### src/rtl/mips_bus_fetch_stub.sv
// Stand-in bus master for the MIPS CPU: fetches words from RESET_VECTOR, sums them
// into register_v0 until a halt word or word limit, optionally writes the sum back.
module mips_bus_fetch_stub #(
  parameter logic [31:0] RESET_VECTOR = 32'hBFC00000,
  parameter int unsigned MAX_WORDS    = 16,
  parameter logic [31:0] HALT_WORD    = 32'h00000008,
  parameter bit          WRITEBACK    = 1'b1,
  parameter logic [31:0] RESULT_ADDR  = 32'h00001000
) (
  input  logic        clk,
  input  logic        reset,
  output logic        active,
  output logic [31:0] register_v0,
  output logic [31:0] address,
  output logic        write,
  output logic        read,
  input  logic        waitrequest,
  output logic [31:0] writedata,
  output logic [3:0]  byteenable,
  input  logic [31:0] readdata
);

  localparam int unsigned   CW       = $clog2(MAX_WORDS + 1);
  localparam logic [CW-1:0] LAST_CNT = CW'(MAX_WORDS - 1);

  typedef enum logic [1:0] {IDLE, FETCH, WRITE, DONE} state_t;

  state_t        state_q, state_d;
  logic          active_q, active_d;
  logic [31:0]   v0_q, v0_d;
  logic [31:0]   ptr_q, ptr_d;
  logic [CW-1:0] cnt_q, cnt_d;
  logic [31:0]   address_q, address_d;
  logic          read_q, read_d;
  logic          write_q, write_d;
  logic [31:0]   writedata_q, writedata_d;
  logic [3:0]    be_q, be_d;

  always_comb begin
    state_d     = state_q;
    active_d    = active_q;
    v0_d        = v0_q;
    ptr_d       = ptr_q;
    cnt_d       = cnt_q;
    address_d   = address_q;
    read_d      = read_q;
    write_d     = write_q;
    writedata_d = writedata_q;
    be_d        = be_q;
    unique case (state_q)
      IDLE: begin
        state_d   = FETCH;
        active_d  = 1'b1;
        read_d    = 1'b1;
        be_d      = '1;
        address_d = ptr_q;
      end
      FETCH: begin
        if (!waitrequest) begin
          cnt_d = cnt_q + CW'(1);
          if (readdata != HALT_WORD) v0_d = v0_q + readdata;
          if (readdata == HALT_WORD || cnt_q == LAST_CNT) begin
            read_d = 1'b0;
            if (WRITEBACK) begin
              state_d     = WRITE;
              write_d     = 1'b1;
              address_d   = RESULT_ADDR;
              // Write the sum including the word accepted in this same cycle
              writedata_d = v0_d;
            end else begin
              state_d  = DONE;
              active_d = 1'b0;
              be_d     = '0;
            end
          end else begin
            ptr_d     = ptr_q + 32'd4;
            address_d = ptr_q + 32'd4;
          end
        end
      end
      WRITE: begin
        if (!waitrequest) begin
          state_d  = DONE;
          write_d  = 1'b0;
          active_d = 1'b0;
          be_d     = '0;
        end
      end
      DONE: begin
      end
    endcase
  end

  always_ff @(posedge clk or negedge reset) begin
    if (!reset) begin
      state_q     <= IDLE;
      active_q    <= 1'b0;
      v0_q        <= '0;
      ptr_q       <= RESET_VECTOR;
      cnt_q       <= '0;
      address_q   <= '0;
      read_q      <= 1'b0;
      write_q     <= 1'b0;
      writedata_q <= '0;
      be_q        <= '0;
    end else begin
      state_q     <= state_d;
      active_q    <= active_d;
      v0_q        <= v0_d;
      ptr_q       <= ptr_d;
      cnt_q       <= cnt_d;
      address_q   <= address_d;
      read_q      <= read_d;
      write_q     <= write_d;
      writedata_q <= writedata_d;
      be_q        <= be_d;
    end
  end

  assign active      = active_q;
  assign register_v0 = v0_q;
  assign address     = address_q;
  assign read        = read_q;
  assign write       = write_q;
  assign writedata   = writedata_q;
  assign byteenable  = be_q;

endmodule
### config.mk
export PLATFORM = sky130hd
export DESIGN_NAME = mips_bus_fetch_stub
export DESIGN_NICKNAME = d
export VERILOG_FILES = /design/src/rtl/mips_bus_fetch_stub.sv
export SDC_FILE = /design/constraint.sdc
export NUM_CORES = 1
export LEC_CHECK = 0
export CAP_MARGIN = 15
export CORE_MARGIN = 1
export CORE_UTILIZATION = 49
export DETAILED_ROUTE_END_ITERATION = 7
export PLACE_DENSITY_LB_ADDON = 0.15
export REMOVE_ABC_BUFFERS = 1
export SETUP_SLACK_MARGIN = 0.05
export SYNTH_ARGS = -nofsm -noshare
export SYNTH_HDL_FRONTEND = slang
export SYNTH_SLANG_ARGS = --single-unit
### constraint.sdc
create_clock -name clk -period 2.9 [get_ports clk]
set_input_delay 0.58 -clock clk [delete_from_list [all_inputs] [get_ports clk]]
set_output_delay 0.58 -clock clk [all_outputs]
set_load 0.005 [all_outputs]
======== Word-level counts from Yosys, hierarchy flattened ========
Cells that the tools add are included.
W data, S select, Z words.
word-level totals
  register bits after elaboration ......... 142
  bits of input ports ..................... 35
  logic and storage cells ................. 55
cells by class
  add/subtract/negate cells ............... 3
  equality and inequality tests ........... 8
  mux-type cells .......................... 18
  bitwise operators ....................... 2
  reductions and logical operators ........ 14
operators with widths
  operator                 count
  $mux W32                 3
  $pmux W32 S2             1
  $add A32 B3 Y32 const B  1
  $add A32 B32 Y32         1
  $eq A32 B4 Y1 const B    1
  $ne A32 B4 Y1 const B    1
  $reduce_and A3 Y1        3
  $pmux W4 S2              1
  $reduce_and A4 Y1        2
  $mux W2                  3
  $ne A2 B2 Y1 const B     3
  $pmux W1 S2              3
  $pmux W2 S3              1
  $reduce_and A2 Y1        3
  $reduce_bool A2 Y1       3
  $add A5 B1 Y5 const B    1
  $eq A5 B4 Y1 const B     1
  $mux W1                  5
  $mux W4                  1
  $reduce_bool A3 Y1       1
  $eq A2 B1 Y1 const B     1
  $eq A2 B2 Y1 const B     1
  $logic_not A2 Y1         1
  $not A1 Y1               2
  $logic_or A1 B1 Y1       1

======== Logic depth before layout (Yosys ltp) ========
  depth in word-level cells ............... 5
  mapped depth ............................ 11

======== Worst setup path before layout ========
No wires, ideal clock.
  kind .................................... input to register
  start point ............................. in readdata[0]
  end point ............................... reg writedata_q[28] (netlist: writedata[28])
  arrival ................................. 2.996 ns
  slack ................................... -0.191 ns
  stages on the path ...................... 11
  path buffers ............................ 0
  cells stage by stage .................... ha_1 -> fa_1 -> a21o_1 -> a221oi_2 -> a2bb2oi_1 -> nand3_1 -> a2bb2oi_1 -> a221o_1 -> a21o_1 -> xnor2_1 -> o31ai_1
between the ends
  word-level cells in the longest chain between the ends .. 3
RTL lines
  element                                                   RTL line  text
  start, declared                                           20        input logic [31:0] readdata
  branches (longest 3 deep; another with $add A32 B32 Y32)  n/a
  end signal, assigned                                      115       writedata_q <= writedata_d;
  end, declared                                             36        logic [31:0] writedata_q, writedata_d;
Several ways; the timed one is not identified.
A chain may end at the register's enable or synchronous reset.

======== Worst setup path in the final report ========
  start point ............................. reg v0_q[1] (netlist: register_v0[1])
  end point ............................... reg v0_q[31] (netlist: register_v0[31])
between the ends
  word-level cells in the longest chain between the ends .. 2
RTL lines
  element                 RTL line  text
  start, declared         30        logic [31:0] v0_q, v0_d;
  start signal, assigned  109       v0_q <= v0_d;
  $add A32 B32 Y32        61        if (readdata != HALT_WORD) v0_d = v0_q + readdata;
  $mux W32                61
Every way passes these cells.

==> qor.txt <==
status -> finished, final reports clean
Pwr Total -> 12.5 mW
Detailed Route Iter0 Violations -> 509
GRT overflow -> 0
Longest Clk Path Bufs -> 2
die area -> 16,800 µm²
Placed Area -> 10,300 µm²
Area Growth Syn to Fin -> 41.2%
Distinct cells, synth -> 68
maximum vdd drop -> 0.588 mV
most frequent cells in the layout -> clkdlybuf4s50_1, dfrtp_1, nand2_1
H-tree levels -> 4
Post-synth ARST share -> 100%
Min-Delay Path Class -> primary input to async pin
largest net degree at the start of global routing -> 59
Die H -> 130 µm
crit path time final -> 2.89 ns
most used flip-flop cell after synthesis -> dfrtp_1
fin util -> 71.0%
Leak -> 5.01 nW
number of synthesized flops with an enable pin -> 0
post-synthesis cell count -> 890
wire per inst -> 15.8 µm
# IOs -> 138
fmax -> 0.346 GHz
fin nets -> 1,192
clk_skew -> 0.00761 ns
CP max-delay cell -> dfrtp_1
YS warnings -> 0
Antenna Nets Post-Route -> 0
Compound-Gate Fraction of Synth Area -> 18.5%
CTS tree -> yes
final wirelength -> 21,300 µm
Synth Cell Area -> 7980 µm²
xor/xnor share of the synthesized area -> 6.80%
PnR worst setup slack -> 0.0137 ns
Initial Utilization -> 50.2%
Critical Path Source Type -> register
layout cells sized above 1 -> 20.0%
Synth Area in Simple Gates -> 18.3%
Int Power -> 7.82 mW
Root Buffer -> clkbuf_16
GRT Total Usage -> 26.3%
core area -> 15,900 µm²
max-slew violations -> 0
crit-path max cell delay -> 0.40 ns
FF+latch count, synth -> 134
dpl ws -> -0.834 ns
P_sw -> 4.65 mW
worst slew pin tran -> 0.693 ns
Synth Area in Adders -> 6.21%
RSZ-0062 raised after global routing -> true
# diodes -> 0
RD Place Congestion -> 0.875
cell mode on critical path -> buf_4
Site Rows -> 46
crit-path cells -> buf_4, ha_1, a21oi_4, o211ai_4, buf_4, a31oi_4, o21ba_4, o221a_4, o21a_1, or3_4, a21oi_2, xor2_1
drt via density -> 5.42
sequential share of power -> 25.1%
number of global-route vias before repair -> 6,939
max-cap check violation count -> 0
Tcrit/Tclk final -> 99.5%
Crit path required time -> 3.24 ns
Final Instance Area -> 11,300 µm²
Power per Cell Area -> 1110 nW/µm²
Setup CP Type -> register to register
Die X -> 130 µm
Post-route DRC -> 0
Mean Syn Cell Area -> 8.97 µm²
register area share after synthesis -> 42.2%
Buffers on Ports -> 135
antenna violations before repair -> 0
multiplexer share of the synthesized area -> 4.15%
Logic pwr share -> 55.8%
final hold violations -> 0
most common cell after layout, fill and taps aside -> clkdlybuf4s50_1
CTS Buf Count -> 17
max_slew headroom -> 53.2%
Final HPWL DP -> 15,000 µm
worst-path maximum fanout -> 4
clock-pin slew on the worst setup and hold paths -> 0.06 ns
DRT Pass-1 Iters -> 5
largest family of logic cells by synthesized area -> compound AO/OA/AOI/OAI gates
first-pass GRT wire length -> 34,400 µm
CP Capture Type -> register
final setup violation count -> 0
vias after detailed routing -> 7,299
Arr. time, crit path -> 3.23 ns
clk sinks -> 134
clock share of power -> 19.1%
Sw Share -> 37.3%
Worst-Skew Late Latency -> 0.43 ns
==> cell usage after synthesis, drive strengths merged, types with 8 or more instances <==
master / instances / area share (%)
buf: 8 / 0.69
nand4: 11 / 0.86
inv: 15 / 0.71
a21oi: 97 / 6.1
ha: 38 / 6.0
and3: 25 / 2.0
o21ai: 77 / 4.8
clkbuf: 39 / 2.1
mux2i: 14 / 1.8
dfstp: 9 / 3.0
mux2: 17 / 2.4
nand2b: 12 / 0.94
nor3: 15 / 0.94
nand3: 23 / 1.5
nand2: 119 / 5.6
nor2: 79 / 3.7
xor2: 24 / 2.6
nor4: 11 / 0.86
a21o: 21 / 2.0
dfrtp: 125 / 39
xnor2: 38 / 4.2
==> worst paths after layout <==
| kind | from | endpoint | slack (ns) | cells after the start |
|---|---|---|---|---|
| setup reg to reg | register_v0[1] | register_v0[31] | 0.01 | 12 |
| hold / removal | reset | writedata[30] | 0.11 | 1 |
| hold reg to reg | writedata[3] | writedata[3] | 0.47 | 2 |
| setup / recovery | register_v0[1] | register_v0[31] | 0.01 | 12 |
| min in group clk | writedata[3] | writedata[3] | 0.47 | 2 |
| max in group asynchronous | reset | ptr_q[25] | 2.06 | 2 |
==> sequential cells by signal (all words and copies together), names as in the netlist <==
name and flops:
address 30, byteenable 1, cnt_q 5, ptr_q 30
read 1, register_v0 32, state_q 2, write 1
writedata 32
==> timing repair <==
item                       in CTS  in global routing
setup endpoints to repair      20                 22
cloned                          0                  0
resized for setup              21                 28
setup buffers                   3                  3
pin swaps                      18                 16
hold buffers                    0                  0
==> critical path: cells and delay by family (launching register included) <==
kind / cells / cell delay, ns
simple gates: 1 / 0.39
buf+inv: 2 / 0.31
fa+ha+maj: 1 / 0.32
flops: 1 / 0.40
xor+xnor: 1 / 0.17
compound gates: 7 / 1.22
==> area by class of cell <==
type / instances / area [µm²]
fill: 1233 / 4610
multi-input combinational: 694 / 4560
sequential: 134 / 3360
timing repair buffer: 256 / 2370
clock buffer: 20 / 447
tap: 216 / 270
clock inverter: 12 / 200
inverter: 15 / 56.3
==> per-stage QoR <==
stage / TNS (ns) / std cells / hold WS (ns)
final: 0 / 1347 / 0.107
after global routing: -0.366 / 1347 / 0.135
after CTS: -0.0393 / 1344 / 0.117
after detailed placement: -22.77 / 1309 / 0.469
after global placement: -23.94 / 1309 / 0.455
after floorplan: -191.12 / 843 / 0.284
==> power groups by stage <==
stage / clock, mW / combinational [mW] / sequential [mW]
after global routing: 2.49 / 7.66 / 3.21
final: 2.38 / 6.96 / 3.13
after floorplan: 0 / 3.35 / 3.07
after detailed placement: 0 / 6.48 / 3.11
after global placement: 0 / 6.38 / 3.10
after CTS: 2.42 / 6.73 / 3.11
==> per-layer routing <==
layer	up-vias	track usage [%]	part of all wire (%)
met3	27	4.75	5.0
met1	3450	34.1	45
met4	0	8.48	1.7
met5	-	0	0
li1	3613	-	-
met2	209	44.4	48
==> kinds of logic after synthesis <==
family,Yosys count
other,1
flip-flops,134
AND/OR/NAND/NOR,314
adder cells (fa/ha/maj),39
AO/OA/AOI/OAI,246
buffers and inverters,63
XOR/XNOR,62
multiplexers,31
(Power assumes the default switching activity.)
